**src/rtl/lcd_timing_ctrl.sv**
```systemverilog
// lcd_timing_ctrl: RGB LCD panel timing generator.
//
// Generates hsync/vsync/data-enable for a parallel RGB panel, requests
// pixels one cycle ahead of the panel (pixel_x/pixel_y) and forwards the
// source's registered pixel_data to the panel while lcd_de is high.
// Frames are started by disp_on; dropping disp_on lets the current frame
// finish before the controller goes idle.
//
// Optional feature: define LCD_FRAME_CNT_EN to build the 16-bit frame
// counter; otherwise frame_cnt is tied to zero and no counter flops exist.
//
// Ports:
//   lcd_pclk    in   1   pixel clock, all state on its rising edge
//   rst_n       in   1   asynchronous active-low reset
//   disp_on     in   1   request to run frames
//   pixel_data  in  24   RGB888 from the source, one cycle after pixel_x/y
//   pixel_x     out 11   requested column (0 when no request)
//   pixel_y     out 11   requested row (0 when no request)
//   h_disp      out 11   constant H_DISP
//   v_disp      out 11   constant V_DISP
//   lcd_hs      out  1   hsync, active low
//   lcd_vs      out  1   vsync, active low
//   lcd_de      out  1   data enable
//   lcd_rgb     out 24   panel data, zero outside lcd_de
//   frame_done  out  1   one-cycle pulse on the last cycle of each frame
//   frame_cnt   out 16   completed-frame counter (0 without LCD_FRAME_CNT_EN)

module lcd_timing_ctrl #(
  parameter int unsigned H_SYNC  = 1,
  parameter int unsigned H_BACK  = 46,
  parameter int unsigned H_DISP  = 800,
  parameter int unsigned H_FRONT = 210,
  parameter int unsigned V_SYNC  = 1,
  parameter int unsigned V_BACK  = 23,
  parameter int unsigned V_DISP  = 480,
  parameter int unsigned V_FRONT = 22
) (
  input  logic        lcd_pclk,
  input  logic        rst_n,
  input  logic        disp_on,
  input  logic [23:0] pixel_data,
  output logic [10:0] pixel_x,
  output logic [10:0] pixel_y,
  output logic [10:0] h_disp,
  output logic [10:0] v_disp,
  output logic        lcd_hs,
  output logic        lcd_vs,
  output logic        lcd_de,
  output logic [23:0] lcd_rgb,
  output logic        frame_done,
  output logic [15:0] frame_cnt
);

  localparam int unsigned H_TOTAL = H_SYNC + H_BACK + H_DISP + H_FRONT;
  localparam int unsigned V_TOTAL = V_SYNC + V_BACK + V_DISP + V_FRONT;

  localparam logic [10:0] HTotM1    = 11'(H_TOTAL - 1);
  localparam logic [10:0] VTotM1    = 11'(V_TOTAL - 1);
  localparam logic [10:0] HSyncW    = 11'(H_SYNC);
  localparam logic [10:0] VSyncW    = 11'(V_SYNC);
  // Requests start one cycle before the active window so that the source's
  // registered pixel_data lines up with the registered lcd_de.
  localparam logic [10:0] HReqStart = 11'(H_SYNC + H_BACK - 1);
  localparam logic [10:0] HReqEnd   = 11'(H_SYNC + H_BACK + H_DISP - 1);
  localparam logic [10:0] VActStart = 11'(V_SYNC + V_BACK);
  localparam logic [10:0] VActEnd   = 11'(V_SYNC + V_BACK + V_DISP);

  typedef enum logic [1:0] {
    StIdle  = 2'd0,
    StRun   = 2'd1,
    StDrain = 2'd2
  } state_e;

  state_e      r_state;
  state_e      w_state_d;
  logic [10:0] r_h_cnt;
  logic [10:0] r_v_cnt;
  logic [10:0] w_h_cnt_d;
  logic [10:0] w_v_cnt_d;
  logic        r_de;

  logic w_active;
  logic w_h_end;
  logic w_v_end;
  logic w_frame_end;
  logic w_data_req;

  assign w_active    = (r_state != StIdle);
  assign w_h_end     = (r_h_cnt == HTotM1);
  assign w_v_end     = (r_v_cnt == VTotM1);
  assign w_frame_end = w_active & w_h_end & w_v_end;

  // Next-state logic. A RUN frame that sees disp_on low on its very last
  // cycle goes straight to IDLE rather than draining a whole extra frame.
  always_comb begin
    w_state_d = r_state;
    unique case (r_state)
      StIdle: begin
        if (disp_on) w_state_d = StRun;
      end
      StRun: begin
        if (!disp_on) w_state_d = w_frame_end ? StIdle : StDrain;
      end
      StDrain: begin
        if (disp_on)          w_state_d = StRun;
        else if (w_frame_end) w_state_d = StIdle;
      end
      default: w_state_d = StIdle;
    endcase
  end

  // Counters hold at zero in IDLE and free-run otherwise; toggling disp_on
  // only changes the state, never the counters.
  always_comb begin
    w_h_cnt_d = r_h_cnt;
    w_v_cnt_d = r_v_cnt;
    if (!w_active) begin
      w_h_cnt_d = '0;
      w_v_cnt_d = '0;
    end else if (w_h_end) begin
      w_h_cnt_d = '0;
      w_v_cnt_d = w_v_end ? 11'd0 : r_v_cnt + 11'd1;
    end else begin
      w_h_cnt_d = r_h_cnt + 11'd1;
    end
  end

  assign w_data_req = w_active &
                      (r_h_cnt >= HReqStart) & (r_h_cnt < HReqEnd) &
                      (r_v_cnt >= VActStart) & (r_v_cnt < VActEnd);

  always_ff @(posedge lcd_pclk or negedge rst_n) begin
    if (!rst_n) begin
      r_state <= StIdle;
      r_h_cnt <= '0;
      r_v_cnt <= '0;
      r_de    <= 1'b0;
    end else begin
      r_state <= w_state_d;
      r_h_cnt <= w_h_cnt_d;
      r_v_cnt <= w_v_cnt_d;
      r_de    <= w_data_req;
    end
  end

  // Sync outputs are gated by state so IDLE (counters at 0) reads inactive.
  assign lcd_hs     = ~(w_active & (r_h_cnt < HSyncW));
  assign lcd_vs     = ~(w_active & (r_v_cnt < VSyncW));
  assign lcd_de     = r_de;
  assign lcd_rgb    = r_de ? pixel_data : 24'h000000;
  assign pixel_x    = w_data_req ? (r_h_cnt - HReqStart) : 11'd0;
  assign pixel_y    = w_data_req ? (r_v_cnt - VActStart) : 11'd0;
  assign frame_done = w_frame_end;
  assign h_disp     = 11'(H_DISP);
  assign v_disp     = 11'(V_DISP);

`ifdef LCD_FRAME_CNT_EN
  logic [15:0] r_frame_cnt;

  always_ff @(posedge lcd_pclk or negedge rst_n) begin
    if (!rst_n) begin
      r_frame_cnt <= '0;
    end else if (w_frame_end) begin
      r_frame_cnt <= r_frame_cnt + 16'd1;
    end
  end

  assign frame_cnt = r_frame_cnt;
`else
  assign frame_cnt = 16'h0000;
`endif

endmodule

```
**config.mk**
```make
export PLATFORM = sky130hd
export DESIGN_NAME = lcd_timing_ctrl
export DESIGN_NICKNAME = d
export VERILOG_FILES = /design/src/rtl/lcd_timing_ctrl.sv
export SDC_FILE = /design/constraint.sdc
export NUM_CORES = 1
export LEC_CHECK = 0
export CAP_MARGIN = 5
export CORE_UTILIZATION = 39
export DETAILED_ROUTE_END_ITERATION = 6
export PLACE_DENSITY = 0.78
export SLEW_MARGIN = 20
export SYNTH_ARGS = -nofsm -noshare
export SYNTH_HDL_FRONTEND = slang
export SYNTH_SLANG_ARGS = --single-unit
```
**constraint.sdc**
```tcl
create_clock -name lcd_pclk -period 3.85 [get_ports lcd_pclk]
set_clock_uncertainty 0.15 [all_clocks]
set_input_delay 0.77 -clock lcd_pclk [delete_from_list [all_inputs] [get_ports lcd_pclk]]
set_output_delay 0.77 -clock lcd_pclk [all_outputs]
set_load 0.05 [all_outputs]
```
Yosys cells after proc, flatten, opt, wreduce, memory -nomap -nowiden
Cells that the tools add are included.
{"block": "op_classes", "n_addsub": 4, "n_lt_le_gt_ge": 6, "n_eq_ne": 8, "n_mux": 14, "bitwise_logic": 10, "reduce_logical": 3}
{"cell": "$mux 11", "count": 7}
{"cell": "$mux 24", "count": 1}
{"cell": "$add 11x1->11 const B", "count": 2}
{"cell": "$lt 11x1->1 const B", "count": 2}
{"cell": "$eq 11x10->1 const B", "count": 1}
{"cell": "$eq 11x11->1 const B", "count": 1}
{"cell": "$ge 11x5->1 const B", "count": 1}
{"cell": "$ge 11x6->1 const B", "count": 1}
{"cell": "$lt 11x10->1 const B", "count": 1}
{"cell": "$lt 11x9->1 const B", "count": 1}
{"cell": "$sub 11x5->11 const B", "count": 1}
{"cell": "$sub 11x6->11 const B", "count": 1}
{"cell": "$mux 2", "count": 5}
{"cell": "$and 1x1->1", "count": 8}
{"cell": "$pmux 2 s3", "count": 1}
{"cell": "$ne 2x2->1 const B", "count": 2}
{"cell": "$ne 3x3->1 const B", "count": 1}
{"cell": "$reduce_and 3->1", "count": 1}
{"cell": "$eq 2x1->1 const B", "count": 1}
{"cell": "$eq 2x2->1 const B", "count": 1}
{"cell": "$logic_not 2->1", "count": 1}
{"cell": "$ne 2x1->1 const B", "count": 1}
{"cell": "$not 1->1", "count": 2}
{"cell": "$reduce_bool 2->1", "count": 1}
{"block": "word_totals", "ff_bits": 25, "wordCells": 49}

Longest topological paths before layout
{"block": "logic_depth", "word_depth": 6, "ltp_mapped": 8}

Least setup slack after synthesis
Ideal clock, no wire load.
{"block": "synth_timing", "path_kind": "flip-flop to output port", "start": "register r_h_cnt[1]", "end": "output port pixel_y[2]", "arrival_ps": 2520, "t_required_ps": 2930, "setup_slack_ps": 410, "path_stages_with_launch": 7, "cell_sequence": "dfrtp_1 ha_1 a21o_1 o2111ai_1 a32oi_1 buf_2 nor3b_1"}
{"block": "synth_between", "elab_chain_cells": 6, "word_cells_on_any_way": 7, "classes_between": "2 x order compare; 1 x mux; 4 x bitwise"}
{"element": "start, declared", "line": "76", "source": "logic [10:0] r_h_cnt;"}
{"element": "start signal, assigned", "line": "140", "source": "r_h_cnt <= w_h_cnt_d;"}
{"element": "$ge 11x6->1", "line": "129", "source": "(r_h_cnt >= HReqStart) & (r_h_cnt < HReqEnd) &"}
{"element": "$and 1x1->1", "line": "128", "source": "assign w_data_req = w_active &"}
{"element": "$and 1x1->1 (*) (2 in a row)", "line": "129"}
{"element": "$and 1x1->1 (*)", "line": "130", "source": "(r_v_cnt >= VActStart) & (r_v_cnt < VActEnd);"}
{"element": "$mux 11 (*)", "line": "152", "source": "assign pixel_y = w_data_req ? (r_v_cnt - VActStart) : 11'd0;"}
{"element": "end, declared", "line": "43", "source": "output logic [10:0] pixel_y,"}
Mark *: on every way between the ends. The rest lies on a longest branch, timed or not.

Worst setup path in the final report
{"block": "layout_timing", "start": "register r_h_cnt[6]", "end": "output port frame_done"}
{"block": "layout_between", "elab_chain_cells": 3}
{"element": "$eq 11x11->1", "line": "89", "source": "assign w_h_end = (r_h_cnt == HTotM1);"}
{"element": "$and 1x1->1 (2 in a row)", "line": "91", "source": "assign w_frame_end = w_active & w_h_end & w_v_end;"}
{"element": "end, declared", "line": "50", "source": "output logic frame_done,"}
Every way passes these cells.

==> impl_results.md <==
* CTS max path bufs at 2
* Number of distinct library cells after synthesis at 47
* Share of cells above drive strength 1 at 0.115
* Max Clk Rate at about 0.29 GHz
* Reg2reg start: r_h_cnt[6]$_DFF_PN0_
* Die width at about 80 um
* Placed cell count at 418
* Slew Viols, Final at 0
* GRT overflow at 0
* Req. time, crit path at between 2000 and 3000 ps
* Total negative setup slack at 0 ps
* Global-route wire length before repair at between 8000 and 9000 um
* Ys Warns at 0
* Routed WL at 5430 um
* Via count of the first global-routing pass at between 1500 and 2000
* Pleak at about 1.3 nW
* Register bit total from synthesis at 25
* Worst-Margin Slew at between 700 and 800 ps
* Ports at around 120
* MaxCap Viol Count at 0
* Final HPWL DP at roughly 4100 um
* Buffers on Ports at 75
* Post-route ant nets at 0
* Post-synth top area cell: dfrtp_1
* Worst Hold Path EP: r_state[0]$_DFFE_PN0P_
* Drt first pass iters at 4
* Die Area at around 6400 um^2
* CTS H-tree lvls at 1
* Critical setup path kind: reg2out
* Critical path peak fanout at 11
* Clk sink count at 25
* Tmin final at around 3400 ps
* Synth Area in XOR/XNOR at 0.0777
* R2R cell count at 5
* Async SR Flop Fraction at 1.00
* Fin util at 0.506
* Final std cells w/o fill at 422
* DRT iter0 DRCs at 52
* WL/cell at 12.9 um
* Most frequent cells in the layout: clkdlybuf4s50_1, conb_1, buf_4
* Post-synthesis adder-cell area fraction at 0.0581
* Setup bufs post-CTS at 0
* Synth Area per Inst at roughly 8.4 um^2
* Vias at 2111
* Register area share after synthesis at 0.264
* CTS tree: done
* # setup viols final at 0
* Fin. Hold Viols at 0
* Peak VDD IR at around 0.00017 V
* Post-synth EDFFs at 0
* Startpoint class of the critical path: flip-flop
* Area growth syn-to-layout at 25.8%
* Crit path capture type: primary output
* PD cells at 233 nW/um^2
* Compound-Gate Fraction of Synth Area at 0.102
* Antenna Cells at 0
* Largest net degree at the start of global routing at 26
* Arr. time, crit path at about 2500 ps
* Crit share post-route at 0.881
* Total GRT Usage at 0.174
* Final #Nets at around 390
* R2r setup slk at ~1700 ps
* Rows at 28
* Starting Density at 0.402
* Mapped Area at 2370 um^2
* Worst skew pair latency at approximately 280 ps
* Normalized max-slew margin at 0.526
* CTS root buf: clkbuf_8
* Cts bufs inserted at 3
* Core ar. at ~5900 um^2
* Outcome: finished clean
* R2r endpoint: r_v_cnt[10]$_DFFE_PN0P_
* Post-synth top area share at 0.264
* Hold crit path type: reg2reg
* Worst-path clk slew at 90 ps
* CTS Hold Bufs at 0
* Commonest non-fill, non-tap cell in the layout: clkdlybuf4s50_1
* WHS Path Cells at 1
* Die height at around 80 um
* Ranking of synthesized cells by area: dfrtp_1, buf_4, and2_1
* CTS-repair resized insts at 0
* Cells after Synth at between 200 and 300
* Final hold slack at approximately 350 ps
* Via-to-Cell Ratio at 5.00
* RSZ-0062 raised after global routing: no
* Simple-Gate Fraction of Synth Area at 0.303
* Most used DFF post-synth: dfrtp_1
* Largest family of logic cells by synthesized area: simple AND/OR/NAND/NOR gates
* HP Start: r_state[0]$_DFFE_PN0P_
* GP Congestion at 0.835
* Post-synthesis mux area share at 0.00423
* Initial antenna violation count at 0
* # DRC at 0
worst max-delay path: stages (launching register included):
cell and delay [ps]:
dfrtp_1 540, nor4_4 320, buf_4 190, nand4b_1 120, nor2_1 190, clkdlybuf4s50_1 840
how the worst max path moves through the flow:
stage,from,endpoint,slack [ps]
6_report,r_h_cnt[6]$_DFF_PN0_,frame_done,460
3_5_place_dp,pixel_data[19],lcd_rgb[19],760
2_1_floorplan,r_h_cnt[1]$_DFF_PN0_,pixel_y[2],410
4_1_cts,r_v_cnt[4]$_DFFE_PN0P_,pixel_x[5],450
3_3_place_gp,pixel_data[19],lcd_rgb[19],780
5_1_grt,r_v_cnt[4]$_DFFE_PN0P_,pixel_x[10],320
synth_stat cells, types with 2 or more instances:
| master | instances |
|---|---|
| buf_4 | 41 |
| and2_1 | 26 |
| dfrtp_1 | 25 |
| nor3_1 | 24 |
| nand2_1 | 17 |
| nor2_1 | 15 |
| xnor2_1 | 15 |
| a31oi_1 | 11 |
| ha_1 | 11 |
| buf_2 | 9 |
| a21oi_1 | 8 |
| inv_1 | 7 |
| nand3_1 | 7 |
| xor2_1 | 6 |
| o21ai_1 | 5 |
| nand4_1 | 4 |
| nor3b_1 | 4 |
| buf_6 | 3 |
| clkbuf_1 | 3 |
| nand3b_1 | 3 |
| nand4b_1 | 3 |
| a211oi_1 | 2 |
| a31o_2 | 2 |
| and4_1 | 2 |
| and4b_1 | 2 |
| conb_1 | 2 |
| nor4_4 | 2 |
| nor4b_1 | 2 |
| o21ai_0 | 2 |
cells by family after synthesis:
| group | Yosys count |
|---|---|
| simple gates | 119 |
| buf+inv | 64 |
| compound gates | 38 |
| flops | 25 |
| xor+xnor | 21 |
| fa+ha+maj | 11 |
| other cells | 2 |
| mux | 1 |
stage by stage:
| step | cell area, um^2 | worst slack, ps | total power [mW] |
|---|---|---|---|
| 2_1_floorplan | 2510 | 410 | 0.498 |
| 3_3_place_gp | 2930 | 779 | 0.531 |
| 3_5_place_dp | 2930 | 756 | 0.533 |
| 4_1_cts | 2980 | 446 | 0.697 |
| 5_1_grt | 2980 | 320 | 0.730 |
| 6_report | 2980 | 458 | 0.693 |
power by group:
part | leakage, nW | internal [mW] | switching, mW | total [mW]
logic | 0.884 | 0.0710 | 0.163 | 0.234
clock network | 0.0255 | 0.0728 | 0.0913 | 0.164
registers | 0.343 | 0.275 | 0.0205 | 0.295
cell type report:
type / instances / area (um^2)
Clock buffer: 3 / 41.3
Clock inverter: 1 / 5.00
Fill cell: 578 / 2910
Inverter: 7 / 26.3
Multi-Input combinational cell: 229 / 1440
Sequential cell: 25 / 626
Tap cell: 75 / 93.8
Timing Repair Buffer: 82 / 751
layer usage:
| metal | global-route usage | part of all wire | wire [um] |
|---|---|---|---|
| met3 | 0.0217 | 0.066 | 360 |
| met4 | 0.0518 | 0.014 | 75 |
| met5 | 0 | 0 | 0 |
| met2 | 0.333 | 0.51 | 2780 |
| met1 | 0.199 | 0.41 | 2210 |
registers in the layout, summed over array words and instances (netlist names):
signal	cells
r_h_cnt	11
r_v_cnt	11
r_state	2
lcd_de	1
(Power assumes the default switching activity.)
